$ cat src/rtl/spi_regfile_periph_if.sv
// spi_regfile_periph_if: SPI mode-0 bus between a controller and the register-file peripheral
//   sclk    controller clock, idle low
//   cs_n    active-low chip select
//   copi    controller-out data, MSB first
//   cipo    peripheral-out data, MSB first
//   cipo_oe peripheral drives cipo during a read data phase
interface spi_regfile_periph_if;
   logic sclk;
   logic cs_n;
   logic copi;
   logic cipo;
   logic cipo_oe;
   modport master (output sclk, cs_n, copi, input cipo, cipo_oe);
   modport slave (input sclk, cs_n, copi, output cipo, cipo_oe);
endinterface

$ cat src/rtl/spi_regfile_periph.sv
// spi_regfile_periph: SPI mode-0 register-file peripheral, fully in the clk domain
//   clk       system clock (>= 8x sclk)
//   rst_n     asynchronous active-low reset
//   spi       slave side of the SPI bus (sclk, cs_n, copi in; cipo, cipo_oe out)
//   regs      register contents, reg k at [k*DATA_W +: DATA_W]
//   wr_pulse  1-clk strobe on a committed write
//   wr_addr   address of the last committed write
//   frame_err 1-clk strobe on a frame of the wrong length
module spi_regfile_periph #(
   parameter int NUM_REGS    = 5,
   parameter int DATA_W      = 8,
   parameter int ADDR_W      = 7,
   parameter int SYNC_STAGES = 2
) (
   input  logic                         clk,
   input  logic                         rst_n,
   spi_regfile_periph_if.slave          spi,
   output logic [NUM_REGS*DATA_W-1:0]   regs,
   output logic                         wr_pulse,
   output logic [ADDR_W-1:0]            wr_addr,
   output logic                         frame_err
);
   localparam int FRAME_W = 1 + ADDR_W + DATA_W;
   localparam int HDR_W   = 1 + ADDR_W;
   localparam int CW      = $clog2(FRAME_W + 2);
   typedef enum logic [1:0] {IDLE, HDR, DATA} state_t;
   state_t                 state;
   logic [SYNC_STAGES-1:0] sclk_sy, cs_sy, copi_sy;
   logic                   sclk_s, cs_s, copi_s, sclk_d, cs_d;
   logic                   sclk_rise, sclk_fall, cs_rise, cs_fall;
   logic [FRAME_W-1:0]     shreg;
   logic [CW-1:0]          bit_cnt;
   logic [DATA_W-1:0]      tx_shift, rd_val;
   logic [ADDR_W-1:0]      hdr_addr, fr_addr;
   logic                   wr_hit, cipo, cipo_oe;

   assign spi.cipo    = cipo;
   assign spi.cipo_oe = cipo_oe;
   assign sclk_s      = sclk_sy[SYNC_STAGES-1];
   assign cs_s        = cs_sy[SYNC_STAGES-1];
   assign copi_s      = copi_sy[SYNC_STAGES-1];
   assign sclk_rise   = sclk_s & ~sclk_d;
   assign sclk_fall   = ~sclk_s & sclk_d;
   assign cs_rise     = cs_s & ~cs_d;
   assign cs_fall     = ~cs_s & cs_d;
   assign hdr_addr    = shreg[ADDR_W-1:0];
   assign fr_addr     = shreg[FRAME_W-2 -: ADDR_W];

   // copi shares the sclk synchroniser depth so each sample lines up with its detected sclk rise
   always_ff @(posedge clk or negedge rst_n)
      if (!rst_n) begin
         sclk_sy <= '0;
         cs_sy   <= '1;
         copi_sy <= '0;
         sclk_d  <= 1'b0;
         cs_d    <= 1'b1;
      end else begin
         sclk_sy <= {sclk_sy[SYNC_STAGES-2:0], spi.sclk};
         cs_sy   <= {cs_sy[SYNC_STAGES-2:0], spi.cs_n};
         copi_sy <= {copi_sy[SYNC_STAGES-2:0], spi.copi};
         sclk_d  <= sclk_s;
         cs_d    <= cs_s;
      end

   // address decode: read mux on the header address, hit flag on the full-frame address
   always_comb begin
      rd_val = '0;
      wr_hit = 1'b0;
      for (int k = 0; k < NUM_REGS; k++) begin
         if (hdr_addr == ADDR_W'(k)) rd_val = regs[k*DATA_W +: DATA_W];
         if (fr_addr == ADDR_W'(k)) wr_hit = 1'b1;
      end
   end

   always_ff @(posedge clk or negedge rst_n)
      if (!rst_n) begin
         state     <= IDLE;
         shreg     <= '0;
         bit_cnt   <= '0;
         tx_shift  <= '0;
         regs      <= '0;
         cipo      <= 1'b0;
         cipo_oe   <= 1'b0;
         wr_pulse  <= 1'b0;
         wr_addr   <= '0;
         frame_err <= 1'b0;
      end else begin
         wr_pulse  <= 1'b0;
         frame_err <= 1'b0;
         if (cs_rise) begin
            state   <= IDLE;
            cipo    <= 1'b0;
            cipo_oe <= 1'b0;
            if (bit_cnt == CW'(FRAME_W)) begin
               if (shreg[FRAME_W-1] && wr_hit) begin
                  for (int k = 0; k < NUM_REGS; k++)
                     if (fr_addr == ADDR_W'(k)) regs[k*DATA_W +: DATA_W] <= shreg[DATA_W-1:0];
                  wr_pulse <= 1'b1;
                  wr_addr  <= fr_addr;
               end
            end else if (bit_cnt != '0) frame_err <= 1'b1;
         end else if (cs_fall) begin
            state   <= HDR;
            bit_cnt <= '0;
            shreg   <= '0;
            cipo    <= 1'b0;
            cipo_oe <= 1'b0;
         end else begin
            if (sclk_rise && !cs_s && state != IDLE) begin
               shreg <= {shreg[FRAME_W-2:0], copi_s};
               if (bit_cnt != CW'(FRAME_W + 1)) bit_cnt <= bit_cnt + 1'b1;
            end
            if (state == HDR && bit_cnt == CW'(HDR_W)) begin
               state <= DATA;
               if (!shreg[ADDR_W]) begin
                  tx_shift <= rd_val;
                  cipo     <= rd_val[DATA_W-1];
                  cipo_oe  <= 1'b1;
               end
            end
            // the fall ending the last header bit re-presents the MSB, so the
            // controller sees the MSB at the first data rise and the LSB at the last
            if (state == DATA && cipo_oe && sclk_fall) begin
               cipo     <= tx_shift[DATA_W-1];
               tx_shift <= {tx_shift[DATA_W-2:0], 1'b0};
            end
         end
      end
endmodule
$ cat src/flat_wrapper.sv
// flat-port wrapper written by rule: the top's interface ports become plain ports
module spi_regfile_periph_flat 
#(
   parameter int NUM_REGS    = 5,
   parameter int DATA_W      = 8,
   parameter int ADDR_W      = 7,
   parameter int SYNC_STAGES = 2
)
  (clk, rst_n, regs, wr_pulse, wr_addr, frame_err, spi_sclk, spi_cs_n, spi_copi, spi_cipo, spi_cipo_oe);
  spi_regfile_periph_if spi_i ();
  input  logic clk;
  input  logic rst_n;
  output logic [NUM_REGS*DATA_W-1:0] regs;
  output logic wr_pulse;
  output logic [ADDR_W-1:0] wr_addr;
  output logic frame_err;
  input wire logic [$bits(spi_i.sclk)-1:0] spi_sclk;
  input wire logic [$bits(spi_i.cs_n)-1:0] spi_cs_n;
  input wire logic [$bits(spi_i.copi)-1:0] spi_copi;
  output wire logic [$bits(spi_i.cipo)-1:0] spi_cipo;
  output wire logic [$bits(spi_i.cipo_oe)-1:0] spi_cipo_oe;
  assign spi_i.sclk = spi_sclk;
  assign spi_i.cs_n = spi_cs_n;
  assign spi_i.copi = spi_copi;
  assign spi_cipo = spi_i.cipo;
  assign spi_cipo_oe = spi_i.cipo_oe;
  spi_regfile_periph #(.NUM_REGS(NUM_REGS), .DATA_W(DATA_W), .ADDR_W(ADDR_W), .SYNC_STAGES(SYNC_STAGES)) u_core (.clk(clk), .rst_n(rst_n), .spi(spi_i), .regs(regs), .wr_pulse(wr_pulse), .wr_addr(wr_addr), .frame_err(frame_err));
endmodule
$ cat config.mk
export PLATFORM = sky130hd
export DESIGN_NAME = spi_regfile_periph_flat
export DESIGN_NICKNAME = d
export VERILOG_FILES = /design/src/rtl/spi_regfile_periph_if.sv /design/src/rtl/spi_regfile_periph.sv /design/src/flat_wrapper.sv
export SDC_FILE = /design/constraint.sdc
export NUM_CORES = 1
export LEC_CHECK = 0
export CAP_MARGIN = 20
export CORE_MARGIN = 2
export CORE_UTILIZATION = 49
export DETAILED_ROUTE_END_ITERATION = 7
export PLACE_DENSITY = 0.76
export SYNTH_ARGS = -nofsm -noshare
export SYNTH_HDL_FRONTEND = slang
export SYNTH_SLANG_ARGS = --single-unit
$ cat constraint.sdc
create_clock -name clk -period 2.4 [get_ports clk]
set_clock_uncertainty 0.15 [all_clocks]
set_input_delay 0.48 -clock clk [delete_from_list [all_inputs] [get_ports clk]]
set_output_delay 0.48 -clock clk [all_outputs]
set_load 0.1 [all_outputs]
# Yosys cells after proc, flatten, opt, wreduce, memory -nomap -nowiden
# Cells that the tools add are included.
[classes]
addsub = 1
eq_ne = 16
muxes = 36
bitwise_logic = 10
n_reduce_logical = 27
[ops]
columns = ["cell", "n"]
rows = [
  ["$mux W8", 8],
  ["$mux W16", 2],
  ["$eq A7 B2 Y1 const B", 4],
  ["$reduce_and A4 Y1", 6],
  ["$mux W1", 20],
  ["$mux W5", 3],
  ["$eq A7 B1 Y1 const B", 2],
  ["$eq A7 B3 Y1 const B", 2],
  ["$logic_not A7 Y1", 2],
  ["$reduce_bool A2 Y1", 4],
  ["$logic_and A1 B1 Y1", 6],
  ["$mux W2", 3],
  ["$not A1 Y1", 6],
  ["$reduce_and A2 Y1", 3],
  ["$reduce_and A3 Y1", 2],
  ["$add A5 B1 Y5 const B", 1],
  ["$eq A5 B4 Y1 const B", 1],
  ["$eq A5 B5 Y1 const B", 1],
  ["$ne A5 B5 Y1 const B", 1],
  ["$reduce_bool A5 Y1", 1],
  ["$and A1 B1 Y1", 4],
  ["$ne A4 B2 Y1 const B", 1],
  ["$reduce_bool A4 Y1", 1],
  ["$ne A3 B1 Y1 const B", 1],
  ["5 further kinds", 5],
]
[totals]
register_bits = 90
inputBits = 5
out_inout_bits = 51
wordCells = 109

# Logic depth before layout (Yosys ltp)
# Gate-level depths: netlist of run 1.
[depth]
word_depth = 11
mapped_depth = 10
ltp_nobuf = 7

# Least setup slack after synthesis of run 1
# No wires, ideal clock.
[synth_timing]
kind = "flip-flop to flip-flop"
start = "reg u_core.cs_sy[1]"
end = "reg u_core.regs[30]"
setup_time_ns = 0.126
arrival_time_ns = 2.108
required_ns = 2.124
slack_ns = 0.016
path_stages_with_launch = 10
path_buffers = 3
period_less_slack_ns = 2.384
path_cell_list = "dfstp_2 -> ha_1 -> nor4bb_1 -> and4_1 -> buf_6 -> nor2b_4 -> buf_6 -> and3_4 -> buf_12 -> mux2_4"
[synth_via]
elab_chain_len = 2
[synth_rtl]
columns = ["item", "line_no", "text"]
rows = [
  ["start: declaration", "spi_regfile_periph.sv:28", "logic [SYNC_STAGES-1:0] sclk_sy, cs_sy, copi_sy;"],
  ["start signal: assignment", "spi_regfile_periph.sv:59", "cs_sy <= {cs_sy[SYNC_STAGES-2:0], spi.cs_n};"],
  ["$and A1 B1 Y1", "spi_regfile_periph.sv:44", "assign cs_rise = cs_s & ~cs_d;"],
  ["$reduce_and A4 Y1 (no source line)", "-", ""],
  ["end signal: indexed assignment", "spi_regfile_periph.sv:97", "if (fr_addr == ADDR_W'(k)) regs[k*DATA_W +: DATA_W] <= shreg[DATA_W-1:0];"],
  ["end: declaration", "spi_regfile_periph.sv:18", "output logic [NUM_REGS*DATA_W-1:0] regs,"],
]
# Every way passes these cells.
# A chain may end at the register's enable or synchronous reset.

# Worst setup path in the final report of run 1
[layout_timing]
start = "reg u_core.cs_sy[1]"
end = "reg u_core.regs[31]"
# Same word-level chain as after synthesis.

==> flow_summary.json, run 1 <==
{
  "status": "completed",
  "die_y_um": 94.4,
  "antenna_cells": 0,
  "die_area_um2": 8910,
  "ys_seq_area_share_pct": 56.4,
  "fin_area_um2": 4770,
  "clk_pin_slew_worst_paths_ns": 0.09,
  "cap_violations": 0,
  "clk_latency_ns": 0.35,
  "num_vias": 2711,
  "critPathKind": "reg -> reg",
  "antenna_found_initial": 0,
  "setup_violations": 0,
  "rsz0062_at_grt": "no",
  "place_congestion": 0.793,
  "arrival_ns": 2.37,
  "ys_ff_latch": 90,
  "pre_cts_slack_ns": 0.110,
  "die_w_um": 94.4,
  "slew_viol_final": 0,
  "dp_hpwl_um": 5920,
  "stdcell_count": 474,
  "synthDistinctLibCells": 55,
  "start_util_pct": 51.3,
  "fin_crit_sh_pct": 95.0,
  "hold_violations": 0,
  "core_um2": 7810,
  "area_delta_synth_final_pct": 19.2,
  "async_flop_share_pct": 100,
  "pin_count": 56,
  "worst_setup_path_end_kind": "flip-flop",
  "drc": 0,
  "grt_first_pass_wirelength_um": 14500,
  "grt_util_all_layers_pct": 21.4,
  "total_power_mw": 2.89,
  "synth_top_area_cell": "dfrtp_1",
  "syn_area_per_cell_um2": 13.0,
  "drive_gt1_share_pct": 38.7,
  "drt-total-wl_um": 8660,
  "synth_most_common_cell": "dfrtp_1",
  "synth_fp_nets": 318,
  "power_density_nw_per_um2": 606,
  "yosys_warnings": 0,
  "place_area_um2": 4540,
  "cts-htree-levels": 3,
  "fmax_mhz": 439,
  "drt_pre_antenna_iters": 4,
  "startpoint_type": "flip-flop",
  "synth-edff-count": 0,
  "routedWlPerCell_um": 18.3,
  "cts_buffers": 9,
  "hold_class": "reg -> reg",
  "rows": 32,
  "dominantRegCellSynth": "dfrtp_1",
  "cp_max_fo": 8,
  "root_buffer": "clkbuf_8",
  "cts.sinks": 90,
  "vdd_drop_max_v": 0.000384,
  "fin_nets": 379,
  "p_leak_nw": 2.43,
  "ant_nets": 0,
  "grt_max_degree": 39,
  "synth.area.top_cells": "dfrtp_1 (54%), mux2_2 (9.6%), a22o_1 (3.5%)",
  "tightest_slew_ns": 0.562,
  "cts_tree": "built",
  "grt_pass1_vias": 2771,
  "grt_overflow_total": 0,
  "synth_common_cells": "dfrtp_1 (87), mux2_2 (34), nand2_1 (18)",
  "port_buffers": 55,
  "dp.cells": 458,
  "via_per_inst": 5.72,
  "fin_crit_ns": 2.28,
  "synth_top_cell_area_share_pct": 54.4,
  "netlist_instances": 308,
  "relSlewSlack_pct": 62.3,
  "fin_ws_ns": 0.120,
  "synth_area_um2": 4000,
  "first_iter_violations": 137,
  "clockBufferDepth": 2,
  "critPathRequiredTime_ns": 2.49,
  "fin_setup_tns_ns": 0
}
-- registers in the layout, summed over array words and instances (netlist names) --
name,count
u_core.tx_shift,8
u_core.state,2
u_core.wr_addr,7
u_core.shreg,16
u_core.frame_err,1
u_core.bit_cnt,5
u_core.sclk_d,1
u_core.spi.cipo,1
u_core.copi_sy,2
u_core.cs_d,1
u_core.wr_pulse,1
u_core.regs,40
u_core.spi.cipo_oe,1
u_core.sclk_sy,2
u_core.cs_sy,2
-- cell families (layout without fill, tap and decap cells) --
logic type	count (synthesis)	count (layout)	synth area share, %
AO/OA/AOI/OAI	66	66	11.8
adder cells (fa/ha/maj)	5	5	1.56
buffers and inverters	27	91	3.38
flip-flops	90	90	56.4
multiplexers	50	50	16.4
AND/OR/NAND/NOR	70	70	10.5
-- power by group --
group / total, mW / internal, mW / leakage, nW / switching [mW]
Combinational: 0.204 / 0.0664 / 1.10 / 0.138
Clock: 1.10 / 0.575 / 0.101 / 0.521
Sequential: 1.59 / 1.55 / 1.23 / 0.0361
-- layer usage --
layer | global-route usage [%] | part of all wire (%) | vias to the layer above
met3 | 5.51 | 3.9 | 11
met1 | 29.1 | 46 | 1392
li1 | - | - | 1244
met2 | 34.5 | 49 | 64
met4 | 5.68 | 1.4 | 0
met5 | 0 | 0 | -
-- layout by cell type (no fill, tap or decap), types with 3 or more instances in the layout --
master           count
clkdlybuf4s50_1      3
a22o_1              16
a31oi_1              3
nor2_1              13
dfrtp_1             87
a32o_1               4
a221o_1              3
o21ai_0             17
nand3_1              4
mux4_2               6
nand2_1             18
ha_1                 5
dfstp_2              3
mux2_4               8
mux2_2              34
a21oi_1              7
a21o_1               5
inv_1                8
and2_1               5
clkbuf_8             9
buf_4               65
-- through the flow --
step,hold WS [ns],util (%)
2_1_floorplan,0.0344,-
3_3_place_gp,0.185,58.1
3_5_place_dp,0.187,58.1
4_1_cts,0.209,60.8
5_1_grt,0.225,61.1
6_report,0.206,61.1
-- worst max-delay path, cell delays in order (launching register included) --
cell	delay, ns
dfstp_2	0.56
ha_1	0.16
nor4bb_2	0.18
and4_1	0.26
nor2b_4	0.21
and3_4	0.32
mux2_4	0.32
-- cell type report --
class,instances,area [um2]
Tap cell,102,128
Clock buffer,9,124
Sequential cell,90,2260
Fill cell,613,3040
Timing Repair Buffer,69,528
Multi-Input combinational cell,191,1620
Clock inverter,5,81.3
Inverter,8,30.0
-- final timing paths --
check,depth (start not counted),slack [ns],end,startpoint
min,0,0.21,u_core.copi_sy[1],u_core.copi_sy[0]
min reg2reg,0,0.21,u_core.copi_sy[1],u_core.copi_sy[0]
max,6,0.12,u_core.regs[31],u_core.cs_sy[1]
min in group asynchronous,2,0.47,u_core.frame_err,rst_n
max in group asynchronous,3,0.91,u_core.shreg[7],rst_n
max reg2reg,6,0.12,u_core.regs[31],u_core.cs_sy[1]
-- timing repair --
action	in CTS	in global routing
resized for setup	0	2
endpoints found under the hold margin	33	0
hold buffers	1	0
endpoints found under the setup margin	0	38
buffers inserted	0	1
Power figures use the tool's default switching activity.
==> run 2, diff against run 1 <==
--- a/config.mk
+++ b/config.mk
@@ -9,6 +9,7 @@
 export CORE_MARGIN = 2
 export CORE_UTILIZATION = 49
 export DETAILED_ROUTE_END_ITERATION = 7
+export HOLD_SLACK_MARGIN = 0.03
 export PLACE_DENSITY = 0.76
 export SYNTH_ARGS = -nofsm -noshare
 export SYNTH_HDL_FRONTEND = slang
==> results of run 2 <==
No change in the layout: final DEF, timing and power equal those of run 1.
